## config.mk

```make
export PLATFORM = sky130hd
export DESIGN_NAME = sha256_block_packer
export DESIGN_NICKNAME = d
export VERILOG_FILES = /design/src/rtl/sha256_block_packer.sv
export SDC_FILE = /design/constraint.sdc
export NUM_CORES = 1
export LEC_CHECK = 0
export CAP_MARGIN = 20
export CELL_PAD_IN_SITES_DETAIL_PLACEMENT = 1
export CELL_PAD_IN_SITES_GLOBAL_PLACEMENT = 2
export CORE_ASPECT_RATIO = 0.9
export CORE_MARGIN = 3
export CORE_UTILIZATION = 39
export DETAILED_ROUTE_END_ITERATION = 7
export DONT_BUFFER_PORTS = 1
export PLACE_DENSITY_LB_ADDON = 0.1
export SLEW_MARGIN = 30
export SYNTH_ARGS = -nofsm -noshare
export SYNTH_HDL_FRONTEND = slang
export SYNTH_SLANG_ARGS = --single-unit
```

## constraint.sdc

```tcl
create_clock -name clk -period 3.2 [get_ports clk]
set_input_delay 0.48 -clock clk [delete_from_list [all_inputs] [get_ports clk]]
set_output_delay 0.48 -clock clk [all_outputs]
set_load 0.01 [all_outputs]
```

## src/rtl/sha256_block_packer.sv

```systemverilog
// sha256_block_packer: packs a byte stream into padded 512-bit SHA-256 blocks with a big-endian bit-length trailer.
module sha256_block_packer #(
   parameter int IN_BYTES = 1,
   parameter int LEN_W    = 64
) (
   input  logic                          clk,
   input  logic                          rst_n,
   input  logic [8*IN_BYTES-1:0]         data_in,
   input  logic [$clog2(IN_BYTES+1)-1:0] data_nbytes,
   input  logic                          data_valid,
   input  logic                          data_last,
   output logic                          data_ready,
   output logic [511:0]                  block_out,
   output logic                          block_valid,
   input  logic                          block_ready,
   output logic                          block_last
);
   typedef enum logic [2:0] {FILL, EMIT_DATA, PAD, EMIT_PAD, LEN_BLK, EMIT_FINAL} state_t;
   state_t state_q, state_d;
   logic [511:0] buf_q, buf_d, beat_bits;
   logic [6:0] ptr_q, ptr_d, n, ptr_nx;
   logic [LEN_W-1:0] len_q, len_d;
   logic [63:0] len_field;
   logic ended_q, ended_d, live_q, take, emit_hs;

   assign n = data_last ? 7'(data_nbytes) : 7'(IN_BYTES);
   assign ptr_nx = ptr_q + n;
   assign take = data_valid && data_ready;
   assign emit_hs = block_valid && block_ready;
   assign len_field = 64'(len_q);
   // keep only the beat's valid leading bytes, then slide them down to ptr
   assign beat_bits = ({data_in, {(512-8*IN_BYTES){1'b0}}} & ~({512{1'b1}} >> {n, 3'b000})) >> {ptr_q, 3'b000};

   always_ff @(posedge clk or negedge rst_n)
      if (!rst_n) state_q <= FILL;
      else state_q <= state_d;

   always_comb begin
      state_d = state_q;
      case (state_q)
         FILL:       if (take && (data_last || ptr_nx == 7'd64)) state_d = ptr_nx == 7'd64 ? EMIT_DATA : PAD;
         EMIT_DATA:  if (emit_hs) state_d = ended_q ? PAD : FILL;
         PAD:        state_d = ptr_q <= 7'd55 ? EMIT_FINAL : EMIT_PAD;
         EMIT_PAD:   if (emit_hs) state_d = LEN_BLK;
         LEN_BLK:    state_d = EMIT_FINAL;
         EMIT_FINAL: if (emit_hs) state_d = FILL;
         default:    state_d = FILL;
      endcase
   end

   always_comb begin
      data_ready = live_q && state_q == FILL;
      block_valid = state_q inside {EMIT_DATA, EMIT_PAD, EMIT_FINAL};
      block_last = state_q == EMIT_FINAL;
      block_out = buf_q;
   end

   always_comb begin
      buf_d = buf_q;
      ptr_d = ptr_q;
      len_d = len_q;
      ended_d = ended_q;
      case (state_q)
         FILL: if (take) begin
            buf_d = buf_q | beat_bits;
            ptr_d = ptr_nx;
            len_d = len_q + LEN_W'({n, 3'b000});
            ended_d = data_last;
         end
         PAD: begin
            buf_d = buf_q | ({8'h80, 504'd0} >> {ptr_q, 3'b000});
            if (ptr_q <= 7'd55) buf_d[63:0] = len_field;
         end
         EMIT_DATA: if (emit_hs) begin
            buf_d = '0;
            ptr_d = '0;
         end
         EMIT_PAD: if (emit_hs) buf_d = '0;
         LEN_BLK: buf_d[63:0] = len_field;
         EMIT_FINAL: if (emit_hs) begin
            buf_d = '0;
            ptr_d = '0;
            len_d = '0;
            ended_d = 1'b0;
         end
         default: ;
      endcase
   end

   always_ff @(posedge clk or negedge rst_n)
      if (!rst_n) begin
         buf_q <= '0;
         ptr_q <= '0;
         len_q <= '0;
         ended_q <= 1'b0;
         live_q <= 1'b0;
      end else begin
         buf_q <= buf_d;
         ptr_q <= ptr_d;
         len_q <= len_d;
         ended_q <= ended_d;
         live_q <= 1'b1;
      end
endmodule

```

# Word-level counts from Yosys, hierarchy flattened
# Cells that the tools add are included.
# totals
elab_cells	71
out_inout_bits	515
inputBits	14
reg_bits	588
# op_classes
shifts	3
reduce_logical	18
n_lt_le_gt_ge	1
add_sub_neg	2
bitwise	4
n_mux	23
n_eq_ne	13
# op_table
operator	n
one-hot mux 448 bit (3 select lines)	1
two-way mux 512 bit	2
bitwise OR 512 bit	2
bitwise AND 512 bit	1
inverter 512 bit	1
right shift 512 x 10 -> 512 bit	1
right shift 512 x 10 -> 512 bit, first input constant	1
right shift 512 x 4 -> 512 bit, first input constant	1
one-hot mux 64 bit (4 select lines)	1
two-way mux 64 bit	3
one-hot mux 64 bit (2 select lines)	1
adder 64 x 4 -> 64 bit	1
one-hot mux 3 bit (6 select lines)	1
two-way mux 3 bit	5
two-way mux 7 bit	2
one-hot mux 7 bit (2 select lines)	1
AND reduction 3 bit	4
inequality test 2 bit, second input constant	4
adder 7 x 1 -> 7 bit	1
equality test 7 bit, second input constant	1
<= comparator 7 x 6 -> 1 bit, second input constant	1
equality test 3 x 2 -> 1 bit, second input constant	2
equality test 3 bit, second input constant	2
inequality test 2 x 1 -> 1 bit, second input constant	3
other kinds (13)	21

# Depth between registers and ports, before layout
# depth
word_depth	8
mapped_depth	10

# Worst setup path after synthesis
# OpenSTA, ideal clock, no wires.
# synth_timing
path_type	input -> register
from	in data_nbytes
to	reg len_q[59], in the netlist len_field[59]
path_stages	9
slack_ps	491
t_required_ps	3122
t_arrival_ps	2631
path_cell_list	nand2b_1 clkbuf_1 ha_1 ha_1 nand3_1 nor4_2 nand2_1 or4_1 a21oi_1
# synth_via
elab_chain_cells	4
# synth_lines
element	line_no	source
start: declaration	9	input logic [$clog2(IN_BYTES+1)-1:0] data_nbytes,
two-way mux 1 bit	26	assign n = data_last ? 7'(data_nbytes) : 7'(IN_BYTES);
adder 64 x 4 -> 64 bit	67	len_d = len_q + LEN_W'({n, 3'b000});
two-way mux 64 bit	64	FILL: if (take) begin
one-hot mux 64 bit (2 select lines)	63	case (state_q)
end signal: assignment	100	len_q <= len_d;
end: declaration	22	logic [LEN_W-1:0] len_q, len_d;
# Every way passes these cells. The select of a mux whose other input is x is not followed.
# A chain may end at the register's enable or synchronous reset.

# Final worst setup path
# layout_timing
from	reg state_q[1]
to	reg len_q[33], in the netlist len_field[33]
# layout_via
elab_chain_cells	5
elab_cells_between_ends	13
classes_between	eq/ne: 5; mux: 1; reduce/logical: 7
# layout_lines
element	line_no	source
start: declaration	19	state_t state_q, state_d;
start signal: assignment	36	else state_q <= state_d;
equality test 3 x 1 -> 1 bit (tied with other cells)	53	block_valid = state_q inside {EMIT_DATA, EMIT_PAD, EMIT_FINAL};
nonzero test 3 bit or logical AND 1 bit (tied branches)	53, 52	
logical AND 1 bit (on tied branches)	29, 28	
inequality test 2 x 1 -> 1 bit (no source line) or inequality test 2 bit (tied branches)	--	
AND reduction 3 bit (no source line)	--	
# Parallel ways exist; a longest one is shown, timed or not.

==> out/metrics.csv <==
stage,metric,value,unit
clocking,CTS Sinks,585,
route,Detailed Route WL,89100,um
setup_path,crit path cell chain,or3_1 -> o21ai_4 -> buf_4 -> nand3_1 -> or4_1 -> a21oi_1,
clocking,number of buffers created by CTS,61,
setup_path,max incr delay on CP,580,ps
floorplan,Die X,266,um
floorplan,row cnt,85,
sta,final hold vios,585,
setup_path,Worst path top cell family by delay,simple AND/OR/NAND/NOR gates,
yosys,"Seq/Total Area, Yosys",0.616,
sta,Tcrit/Tclk final,0.866,
yosys,Yosys reg bits,585,
sta,Rel. slew slack,0.233,
clocking,clock buffer depth,3,
setup_path,Worst EP arrival,3320,ps
layout,Fill cells,6681,
route,DR pass1 iterations,5,
setup_path,worst path required time,3750,ps
setup_path,start of the worst register-to-register path,state_q[1]$_DFFE_PN0P_,
yosys,top cell type's share of synthesized area,0.616,
clocking,PostCTS Resize Cnt,0,
floorplan,Initial Util,0.395,
global_routing,largest net degree at the start of global routing,586,
global_routing,initial antenna violation count,3,
floorplan,die height,240,um
run,number of max-cap violations,0,
sta,worst-case hold slack,-427,ps
sta,setup TNS,0,ps
sta,Worst-Margin Slew,1150,ps
sta,max-slew violations,0,
route,routed length per instance,27.4,um
worst_hold_path,worst hold path class,input port to asynchronous set/reset pin,
yosys,syn_area_per_cell,9.59,um^2
clocking,CTS tree,yes,
placed_design,DPL Wire Length,60900,um
power,leakage,11.5,nW
setup_path,CP max-delay cell,dfrtp_1,
yosys,"FFs w/ async S/R, synth",1.00,
setup_path,CP Launch Type,flop,
layout,share of cells above drive strength 1,0.0730,
clocking,# hold bufs at CTS,1,
power,maximum VDD drop,0.452,mV
yosys,Synth cell types,51,
sta,setup repair after global routing missed its margin,false,
setup_path,r2r worst-path depth,6,
power,Power Density,725,nW/um^2
yosys,Area contributors post-synth,"dfrtp_1 (62%), o21ai_0 (10%), nand2_1 (9.9%), clkbuf_1 (2.8%), nor2_1 (2.7%)",
yosys,syn nets,2496,
floorplan,Core Box Area,60100,um^2
setup_path,Worst Path Max Fanout,17,
setup_path,R2R setup slack,430,ps
yosys,Post-synth EDFFs,0,
yosys,prevailing post-synth register cell,dfrtp_1,
sta,crit path time final,2770,ps
global_routing,vias in the first global route,19240,
sta,Fin Clk Skew,22.1,ps
clocking,worst-skew pair later-pin latency,630,ps
global_routing,first-pass GRT wire length,133000,um
layout,Final Non-Filler Cells,3252,
setup_path,Setup crit end kind,flop,
clocking,H-tree depth,2,
layout,Layout area overhead,12.6,%
yosys,synth warn,0,
placed_design,DP Cell Count,3145,
route,drt initial violations,1268,
route,vias per cell,5.73,
yosys,Synth Instances,2478,
placed_design,PortBufs,0,
route,DRC errors left,0,
yosys,"area leader, netlist",dfrtp_1,
route,via count,18627,
floorplan,io pins,529,
clocking,Post-CTS Setup Bufs,0,
sta,"Setup violations, final",0,
clocking,CTS root buffer,clkbuf_16,
outcome,status,"finished, violations left",
setup_path,r2r endpoint,len_field[33]$_DFFE_PN0P_,
route,Final ANT Viol Nets,0,
global_routing,grt ovf,0,
setup_path,WS Path Type,flop to flop,
yosys,"Cell Area, Synth",23800,um^2
layout,nets,2444,
sta,Fmax,361,MHz
floorplan,die area,63900,um^2
outcome,violated checks,negative hold slack,
setup_path,Buffers & Inverters on Critical Path,1,
clocking,clock transition at the registers of the reported paths,60,ps
placed_design,Routability Congestion,0.855,
global_routing,GRT Total Usage,0.274,
kinds of logic after synthesis:
| kind of cell | after synthesis | share of synthesized area |
|---|---|---|
| buf+inv | 192 | 0.0305 |
| simple gates | 961 | 0.170 |
| flops | 585 | 0.616 |
| compound gates | 715 | 0.174 |
| xor+xnor | 17 | 0.00627 |
| mux | 3 | 0.00132 |
| other cells | 1 | 0.000158 |
| fa+ha+maj | 4 | 0.00211 |
cells in the mapped netlist, types with 2 or more instances:
cell / instances
nand2_1: 625
dfrtp_1: 585
o21ai_0: 482
clkbuf_1: 177
nor2_1: 173
a21oi_1: 71
o31a_1: 55
o31ai_1: 31
a22o_1: 28
nand3_1: 28
or4_1: 24
nand4_1: 23
or3_1: 18
a31oi_1: 16
and2_1: 11
nor3_1: 11
xor2_1: 11
inv_1: 10
nand2b_1: 10
a32o_1: 8
nor2b_1: 7
a2bb2oi_1: 6
and3_1: 6
nor4_1: 6
xnor2_1: 6
ha_1: 4
nand3b_1: 4
or2_2: 4
and4_1: 3
buf_2: 3
nor3b_1: 3
o41ai_1: 3
a211oi_1: 2
buf_1: 2
mux2i_1: 2
nor4_2: 2
o211ai_1: 2
o21a_1: 2
o22ai_1: 2
per-layer routing:
layer  part of all wire  global-route usage  vias to the layer above
li1                   -                   -                     8390
met1               0.41               0.345                     9632
met2               0.48               0.449                      478
met3              0.088              0.0993                      125
met4              0.028              0.0733                        2
met5            0.00018                   0                        -
cell type report:
| type | instances | area (um^2) | share of cell area |
|---|---|---|---|
| inverters | 10 | 37.5 | 0.00140 |
| clock buffers | 87 | 1730 | 0.0648 |
| flip-flops and latches | 585 | 14600 | 0.547 |
| multi-input cells | 1701 | 8510 | 0.318 |
| diodes | 2 | 5.00 | 0.000187 |
| clock inverters | 17 | 210 | 0.00785 |
| repair buffers | 67 | 656 | 0.0245 |
| well taps | 783 | 980 | 0.0366 |
cells in the final DEF (no fill, tap or decap), drive strengths merged, types with 7 or more instances in the layout:
master / n
xor2: 11
nor3: 11
a32o: 8
nor4: 8
a21oi: 71
nand2: 625
or4: 24
o21ai: 483
nand2b: 10
dfrtp: 585
nand4: 23
a31oi: 16
nor2b: 7
and2: 11
inv: 12
buf: 66
clkinv: 7
o31ai: 31
o31a: 55
or3: 18
a22o: 28
nand3: 28
clkbuf: 87
nor2: 173
worst max-delay path by stage:
stage                               from                         to  slack, ps  cells past startpoint
2_1_floorplan                data_nbytes  len_field[59]$_DFFE_PN0P_        490                      9
3_3_place_gp                 data_nbytes  len_field[33]$_DFFE_PN0P_        520                      9
3_5_place_dp                 data_nbytes  len_field[33]$_DFFE_PN0P_        460                      9
4_1_cts           state_q[1]$_DFFE_PN0P_  len_field[29]$_DFFE_PN0P_        460                      6
5_1_grt        len_field[34]$_DFFE_PN0P_  len_field[56]$_DFFE_PN0P_        250                      5
6_report          state_q[1]$_DFFE_PN0P_  len_field[33]$_DFFE_PN0P_        430                      6
report_power, final:
group / internal [mW] / switching, mW / total [mW]
Clock: 4.06 / 2.99 / 7.05
Sequential: 7.77 / 0.627 / 8.40
Combinational: 1.17 / 2.80 / 3.97
registers in the layout (all words and copies together) (netlist names):
signal / flops
block_out: 512
len_field: 61
live_q: 1
state_q: 3
ended_q: 1
ptr_q: 7
through the flow:
stage	power [mW]	hold slack (ps)	setup WS, ps	utilization	area [um^2]
2_1_floorplan	10.9	184	491	-	23800
3_3_place_gp	12.4	197	522	0.413	24800
3_5_place_dp	12.5	198	455	0.413	24800
4_1_cts	19.6	-476	461	0.445	26800
5_1_grt	20.4	-469	251	0.445	26800
6_report	19.4	-427	429	0.445	26800
Note: power is estimated with default switching activity, not from simulation.
